[src/rtl/latch_elastic_pkg.sv]
// Shared CPU defines: pipeline-latch state encoding and global enables.
//   RESET_ENABLE / STALL_ENABLE : CPU-wide feature enables.
//   latch_state_e               : elastic latch occupancy states.
package latch_elastic_pkg;

  localparam logic RESET_ENABLE = 1'b1;
  localparam logic STALL_ENABLE = 1'b1;

  // Encoding doubles as the held-entry count.
  typedef enum logic [1:0] {
    StEmpty = 2'd0,
    StOne   = 2'd1,
    StTwo   = 2'd2
  } latch_state_e;

endpackage

[src/rtl/latch_elastic.sv]
// Two-entry elastic pipeline latch (output register + skid register).
// Drop-in replacement for a stall-vector latch between CPU stages.
//   clock, reset     : rising-edge clock, synchronous active-high reset
//   flush            : squash all held entries
//   up_valid/up_data : upstream offer; up_ready is registered (no path from down_ready)
//   down_valid/data  : presented entry; down_ready consumes it
//   occupancy        : held entries, 0..2
module latch_elastic
  import latch_elastic_pkg::*;
#(
  parameter int unsigned DATA_WIDTH      = 64,
  parameter bit          CLEAR_ON_BUBBLE = 1'b1
) (
  input  logic                  clock,
  input  logic                  reset,
  input  logic                  flush,
  input  logic                  up_valid,
  input  logic [DATA_WIDTH-1:0] up_data,
  output logic                  up_ready,
  output logic                  down_valid,
  output logic [DATA_WIDTH-1:0] down_data,
  input  logic                  down_ready,
  output logic [1:0]            occupancy
);

  latch_state_e          state_q, state_d;
  logic [DATA_WIDTH-1:0] out_q, out_d;
  logic [DATA_WIDTH-1:0] skid_q, skid_d;
  logic                  up_ready_q, up_ready_d;
  logic                  accept, consume;

  assign accept  = up_valid & up_ready_q;
  assign consume = down_valid & down_ready;

  always_comb begin
    state_d = state_q;
    out_d   = out_q;
    skid_d  = skid_q;
    unique case (state_q)
      StEmpty: begin
        if (accept) begin
          out_d   = up_data;
          state_d = StOne;
        end
      end
      StOne: begin
        if (accept && consume) begin
          out_d = up_data;
        end else if (accept) begin
          skid_d  = up_data;
          state_d = StTwo;
        end else if (consume) begin
          state_d = StEmpty;
        end
      end
      StTwo: begin
        if (consume) begin
          out_d   = skid_q;
          state_d = StOne;
        end
      end
      default: state_d = StEmpty;
    endcase
    // Flush beats any simultaneous accept or consume.
    if (flush) begin
      state_d = StEmpty;
      out_d   = '0;
      skid_d  = '0;
    end
    // Ready is precomputed from the next state so the output is a plain flop.
    up_ready_d = (state_d != StTwo);
  end

  always_ff @(posedge clock) begin
    if (reset) begin
      state_q    <= StEmpty;
      out_q      <= '0;
      skid_q     <= '0;
      up_ready_q <= 1'b1;
    end else begin
      state_q    <= state_d;
      out_q      <= out_d;
      skid_q     <= skid_d;
      up_ready_q <= up_ready_d;
    end
  end

  assign up_ready   = up_ready_q;
  assign down_valid = (state_q != StEmpty);
  assign occupancy  = state_q;
  assign down_data  = (CLEAR_ON_BUBBLE && !down_valid) ? '0 : out_q;

endmodule

[config.mk]
export PLATFORM = sky130hd
export DESIGN_NAME = latch_elastic
export DESIGN_NICKNAME = d
export VERILOG_FILES = /design/src/rtl/latch_elastic_pkg.sv /design/src/rtl/latch_elastic.sv
export SDC_FILE = /design/constraint.sdc
export NUM_CORES = 1
export LEC_CHECK = 0
export CORE_MARGIN = 2
export CORE_UTILIZATION = 53
export CTS_CLUSTER_SIZE = 25
export DETAILED_ROUTE_END_ITERATION = 8
export GPL_ROUTABILITY_DRIVEN = 0
export PLACE_DENSITY = 0.86
export SLEW_MARGIN = 15
export SYNTH_ARGS = -nofsm -noshare
export SYNTH_HDL_FRONTEND = slang
export SYNTH_SLANG_ARGS = --single-unit
[constraint.sdc]
create_clock -name clock -period 4.04 [get_ports clock]
set_clock_uncertainty 0.15 [all_clocks]
set_input_delay 0.808 -clock clock [delete_from_list [all_inputs] [get_ports clock]]
set_output_delay 0.808 -clock clock [all_outputs]
set_load 0.05 [all_outputs]
==> summary.txt, run 1 <==
Floorplanning
  • Ports: approximately 140
  • Die Height: approximately 110 um
  • Die area: roughly 11000 um^2
  • Area of the core: between 10000 and 15000 um^2
  • Starting Density: 0.5461
  • DIE WIDTH: 107.1 um
  • FP Rows: 37

Clocking
  • Post-CTS Resized: 0
  • Clock Tree Root: clkbuf_8
  • Worst-path clk slew: 0.06 ns
  • CTS tree: yes
  • Clock sink count: roughly 130
  • H-tree lvl count: 4
  • Clock latency on the worst-skew pair: ~0.50 ns
  • Max clock buf depth: 2
  • Hold buffer count at CTS: 0
  • CTS buffer count: 17
  • Post-CTS setup buffer count: 0

Yosys
  • Largest area contributor in the synthesized netlist: dfxtp_1
  • Yosys cell types: 26
  • Syn. warnings: 0
  • #FFs+latches synth: between 100 and 150
  • Mapped Cells: 654
  • Number of flops mapped to enable cells by yosys: 0
  • Yosys top cell area share: 0.4652
  • Asr flop ratio synth: 0
  • Sequential element share of the synthesized area: 0.4652
  • Main flop type after synthesis: dfxtp_1
  • Avg Cell Area, Syn: approximately 8.6 um^2
  • Syn_nets: between 700 and 800
  • Most common cell in the netlist: dfxtp_1
  • Area contributors post-synth: dfxtp_1 47%, mux2i_1 12%, a21oi_1 11%, nand2_1 8.6%, nor2b_1 7.1%
  • Synthesized cell area: between 5000 and 6000 um^2
  • Most frequent cells after synthesis: 131 x dfxtp_1, 129 x nand2_1, 128 x a21oi_1

Global route
  • First-pass GRT wire length: 22710 um
  • Total grt overflow: 0
  • Largest net degree at the start of global routing: between 90 and 100
  • All-Layer GR Usage: 0.2463
  • Antenna violations before repair: 0
  • Vias in the first global route: roughly 4800

Place
  • Hpwl dp: between 8000 and 9000 um
  • # port buffers: 136
  • Cell Area, Placed: 6899 um^2
  • Pre-CTS setup slack: 0.8072 ns

Worst setup path
  • Critical setup path kind: register to output port
  • Critical path required time: 3.08 ns
  • CP Launch Type: register
  • Crit path max fanout: 31
  • Worst setup EP type: output port
  • Critical Path AT: 2.78 ns

Timing
  • Hold Vio Cnt, Final: 0
  • Final period util: 0.9254
  • Fmax: ~270 MHz
  • Crit path time final: roughly 3.7 ns
  • Slew margin rel.: 0.1779
  • Hold WS: ~0.30 ns
  • Max Slew Vio Count: 0
  • Final setup viols: 0
  • RSZ-0062 raised after global routing: no
  • Worst Tran Pin Value: between 1 and 1.5 ns
  • Setup TNS: 0 ns
  • PnR worst setup slack: around 0.3 ns

Final layout
  • Final net count: 833
  • Area growth, synth to finish: 32.16%
  • Ratio of cells with drive above 1 in the final layout: 0.06564
  • Antenna fix cells: 0
  • Final instance area: between 7000 and 8000 um^2

Pwr
  • Register share of total power: 0.441
  • Power per cell area: about 410 nW/um^2
  • Leakage: between 2 and 3 nW
  • Fraction of power spent switching nets: 0.2533
  • Internal power: 2.279 mW
  • IR drop worst, VDD: approximately 0.31 mV
  • Logic gate share of total power: 0.097
  • Switching power: slightly below 0.8 mW
  • Clock share of power: 0.462

Status
  • Status: complete, no violations

Hold path
  • Worst Hold Class: register to register

Flow run
  • Max cap viols: 0

Drt
  • DRC viols: 0
  • Wirelength per Cell: roughly 16 um
  • Router iterations before antenna repair: 4
  • Vias per Instance: about 5.5
  • Drt first-iter violations: 235
  • Routed WL: about 14000 um
  • Final ANT Viol Nets: 0
  • Vias: between 4000 and 5000
[metrics by stage]
| step | util | total power [mW] | instances |
|---|---|---|---|
| 6_report | 0.7217 | 3.052 | 913 |
| 3_5_place_dp | 0.6683 | 1.667 | 881 |
| 3_3_place_gp | 0.6683 | 1.658 | 881 |
| 5_1_grt | 0.7217 | 3.155 | 913 |
| 4_1_cts | 0.7214 | 3.061 | 913 |
| 2_1_floorplan | - | 1.541 | 654 |
[layout make-up]
cell class	instances	area (um^2)
tap	136	170.2
inverter	2	7.507
sequential	131	2623
clock inverter	14	130.1
timing repair buffer	146	1436
multi-input combinational	466	2666
clock buffer	18	417.9
fill	773	2873
[routing by layer]
metal | global-route usage | routed length (um)
met1 | 0.2988 | 5858
met2 | 0.4222 | 7153
met3 | 0.04195 | 713
met4 | 0.1178 | 447
met5 | 0 | 0
[cells by family (layout without fill, tap and decap cells)]
| logic type | after synthesis | in the layout | synth area share |
|---|---|---|---|
| AO/OA/AOI/OAI | 196 | 196 | 0.1787 |
| buffers and inverters | 57 | 180 | 0.06680 |
| flip-flops | 131 | 131 | 0.4652 |
| multiplexers | 65 | 65 | 0.1154 |
| AND/OR/NAND/NOR | 205 | 205 | 0.1740 |
[placed cells by master (no fill, tap or decap)]
| cell type | count |
|---|---|
| a211o_1 | 1 |
| nor3_4 | 1 |
| nand2_1 | 129 |
| o22a_1 | 1 |
| nor2_1 | 1 |
| a21oi_1 | 128 |
| nor2b_4 | 1 |
| clkinvlp_4 | 2 |
| nand3b_1 | 1 |
| or3_4 | 1 |
| bufinv_16 | 1 |
| mux2i_1 | 65 |
| clkinv_4 | 5 |
| inv_6 | 3 |
| clkbuf_1 | 1 |
| clkbuf_16 | 16 |
| nor2_4 | 2 |
| dfxtp_1 | 131 |
| o21a_1 | 1 |
| or2_2 | 1 |
| o31ai_4 | 1 |
| clkdlybuf4s50_1 | 136 |
| nand2b_4 | 2 |
| nor2b_1 | 64 |
| o21ai_0 | 27 |
| inv_1 | 2 |
| nand2_2 | 1 |
| clkinv_2 | 3 |
| o21ai_1 | 37 |
| clkbuf_8 | 1 |
| buf_4 | 10 |
| nand4b_1 | 1 |
[critical path, stage by stage (launching register included)]
cell	delay (ns)
dfxtp_1	0.47
nor2_4	0.67
buf_4	0.34
nor2b_1	0.08
clkdlybuf4s50_1	0.71
[power by group through the flow]
stage          clock network (mW)  registers (mW)  logic [mW]
2_1_floorplan                   0            1.37       0.172
3_3_place_gp                    0            1.37       0.286
3_5_place_dp                    0            1.37       0.293
4_1_cts                      1.42            1.35       0.296
5_1_grt                      1.49            1.35       0.318
6_report                     1.41            1.35       0.296
[path summary, 6_finish.rpt]
path | slack (ns) | end | startpoint | cells past startpoint
hold / removal | 0.30 | skid_q[36] | skid_q[36] | 2
setup / recovery | 0.30 | down_data[34] | occupancy[1] | 4
hold reg to reg | 0.30 | skid_q[36] | skid_q[36] | 2
setup reg to reg | 1.66 | out_q[62] | occupancy[1] | 5
[registers in the layout, indices dropped and copies added (netlist names)]
register / flops
skid_q: 64
occupancy: 2
out_q: 64
up_ready: 1
No activity file was read; power rests on OpenSTA's default activity.
==> run 2, diff against run 1 <==
--- a/config.mk
+++ b/config.mk
@@ -10,7 +10,7 @@
 export CTS_CLUSTER_SIZE = 25
 export DETAILED_ROUTE_END_ITERATION = 8
 export GPL_ROUTABILITY_DRIVEN = 0
-export PLACE_DENSITY = 0.86
+export PLACE_DENSITY = 0.85
 export SLEW_MARGIN = 15
 export SYNTH_ARGS = -nofsm -noshare
 export SYNTH_HDL_FRONTEND = slang
==> run 2 against run 1 <==
Sequential power about the same. Sequential share of layout area fell by 0.32 points. Register-to-register slack improved by 0.05 ns. Worst setup slack better by 0.15 ns. Global-route usage up 0.45 points. Wire length up 0.37%. First-iteration DRC count increased by 0.43%. Core utilization rose by 0.65 points. Maximum frequency up 4.2%. Cell count unchanged. Die area did not move. Highest routed layer unchanged.
==> summary.txt, run 2 (synthesized netlist as in run 1, its figures left out) <==
Flow run
  • Max cap viols: 0

Pwr
  • Internal power: around 2.5 mW
  • Fraction of power spent switching nets: 0.2318
  • Register share of total power: 0.417
  • Switching power: around 0.75 mW
  • IR drop worst, VDD: about 0.33 mV
  • Leakage: 2.987 nW
  • Power per cell area: approximately 430 nW/um^2
  • Clock share of power: 0.491
  • Logic gate share of total power: 0.092

Worst setup path
  • Reg2Reg Capture Point: out_q[1]
  • Crit-path cells: nor2_4 -> buf_4 -> nor2b_1 -> clkdlybuf4s50_1
  • Crit path max fanout: 43
  • Worst Reg-to-Reg Cells: 3
  • Reg2reg setup slack: between 1.5 and 2 ns
  • Max incr delay on CP: 0.84 ns
  • Critical setup path kind: register to output port
  • Worst setup EP type: output port
  • Critical path required time: ~3 ns
  • Critical path launch point: occupancy[1]
  • CP Launch Type: register
  • Reg-to-Reg Start: occupancy[0]
  • End point of the critical path: down_data[31]
  • Critical Path AT: between 2 and 3 ns
  • CP max stage cell: clkdlybuf4s50_1

Floorplanning
  • FP Rows: 37
  • Area of the core: a little over 10000 um^2
  • Die Height: between 100 and 150 um
  • Ports: ~140
  • Starting Density: 0.5461
  • DIE WIDTH: around 110 um
  • Die area: 11480 um^2

Global route
  • Largest net degree at the start of global routing: 73
  • Antenna violations before repair: 0
  • Vias in the first global route: 4930
  • Total grt overflow: 0
  • First-pass GRT wire length: approximately 23000 um
  • All-Layer GR Usage: 0.2507

Clocking
  • Clock latency on the worst-skew pair: 0.50 ns
  • Post-CTS setup buffer count: 0
  • CTS tree: yes
  • Post-CTS Resized: 0
  • CTS buffer count: 17
  • Clock Tree Root: clkbuf_8
  • H-tree lvl count: 4
  • Max clock buf depth: 2
  • Worst-path clk slew: approximately 0.060 ns
  • Hold buffer count at CTS: 0
  • Clock sink count: 131

Timing
  • Crit path time final: between 3 and 4 ns
  • Slew margin rel.: 0.2011
  • Fmax: 278.7 MHz
  • Hold Vio Cnt, Final: 0
  • Final setup viols: 0
  • RSZ-0062 raised after global routing: no
  • Final period util: 0.8882
  • Worst Tran Pin Value: 1.198 ns
  • Setup TNS: 0 ns
  • PnR worst setup slack: between 0.4 and 0.5 ns
  • Max Slew Vio Count: 0

Final layout
  • Ratio of cells with drive above 1 in the final layout: 0.06435
  • Register area: between 2000 and 3000 um^2
  • Multi-input logic area: between 2000 and 3000 um^2
  • Final net count: roughly 830
  • Antenna fix cells: 0
  • # fillers: between 700 and 800
  • Commonest non-fill, non-tap cell in the layout: clkdlybuf4s50_1
  • Area growth, synth to finish: 33.36%
  • Most frequent cells in the layout: 136 x clkdlybuf4s50_1, 131 x dfxtp_1, 129 x nand2_1

Drt
  • Drt first-iter violations: around 240
  • Vias per Instance: 5.476
  • Routed WL: approximately 14000 um
  • DRC viols: 0
  • Final ANT Viol Nets: 0
  • Vias: 5000
  • Router iterations before antenna repair: 5
  • Wirelength per Cell: 15.58 um

Hold path
  • Worst Hold Class: register to register
  • Worst Hold Path Cells: 2

Place
  • Pre-CTS setup slack: ~0.90 ns
  • Hpwl dp: ~8900 um
  • # port buffers: approximately 140

Status
  • Status: complete, no violations
## run 2: stage by stage
step / utilization / power, mW / instances / hold WS (ns) / cell area, um^2
3_5_place_dp: 0.6683 / 1.667 / 881 / 0.2956 / 6899
2_1_floorplan: - / 1.541 / 654 / 0.2857 / 5638
3_3_place_gp: 0.6683 / 1.658 / 881 / 0.2902 / 6899
4_1_cts: 0.7279 / 3.243 / 913 / 0.3034 / 7515
5_1_grt: 0.7283 / 3.338 / 913 / 0.3187 / 7518
6_report: 0.7283 / 3.226 / 913 / 0.3038 / 7518
## run 2: layout make-up
type	count	area share
multi-input cells	466	0.3546
flip-flops and latches	131	0.3488
repair buffers	146	0.1910
clock buffers	20	0.05791
clock inverters	12	0.02396
well taps	136	0.02263
inverters	2	0.0009985
## run 2: critical path, delay by kind of cell (launching register included)
family,cells,cell delay (ns)
simple gates,2,0.30
buf+inv,2,1.14
flops,1,0.68
## run 2: worst min path at each step
stage | startpoint | end | slack [ns]
finish | skid_q[35] | skid_q[35] | 0.30
global route | skid_q[35] | skid_q[35] | 0.32
CTS | skid_q[13] | skid_q[13] | 0.30
detailed placement | skid_q[34] | skid_q[34] | 0.30
global placement | skid_q[61] | skid_q[61] | 0.29
floorplan | skid_q[0] | skid_q[0] | 0.29
## run 2: layer usage
metal | share of wire | track usage | wire (um) | vias to the layer above
met5 | 0 | 0 | 0 | -
met4 | 0.027 | 0.1113 | 388 | 0
met3 | 0.050 | 0.05167 | 711 | 39
met2 | 0.52 | 0.4512 | 7425 | 167
met1 | 0.40 | 0.2841 | 5699 | 2368
li1 | - | - | - | 2426
## run 2: power by group through the flow
stage	sequential, mW	combinational [mW]	clock, mW
2_1_floorplan	1.37	0.172	0
3_3_place_gp	1.37	0.287	0
3_5_place_dp	1.37	0.294	0
4_1_cts	1.35	0.297	1.60
5_1_grt	1.35	0.319	1.67
6_report	1.35	0.296	1.58
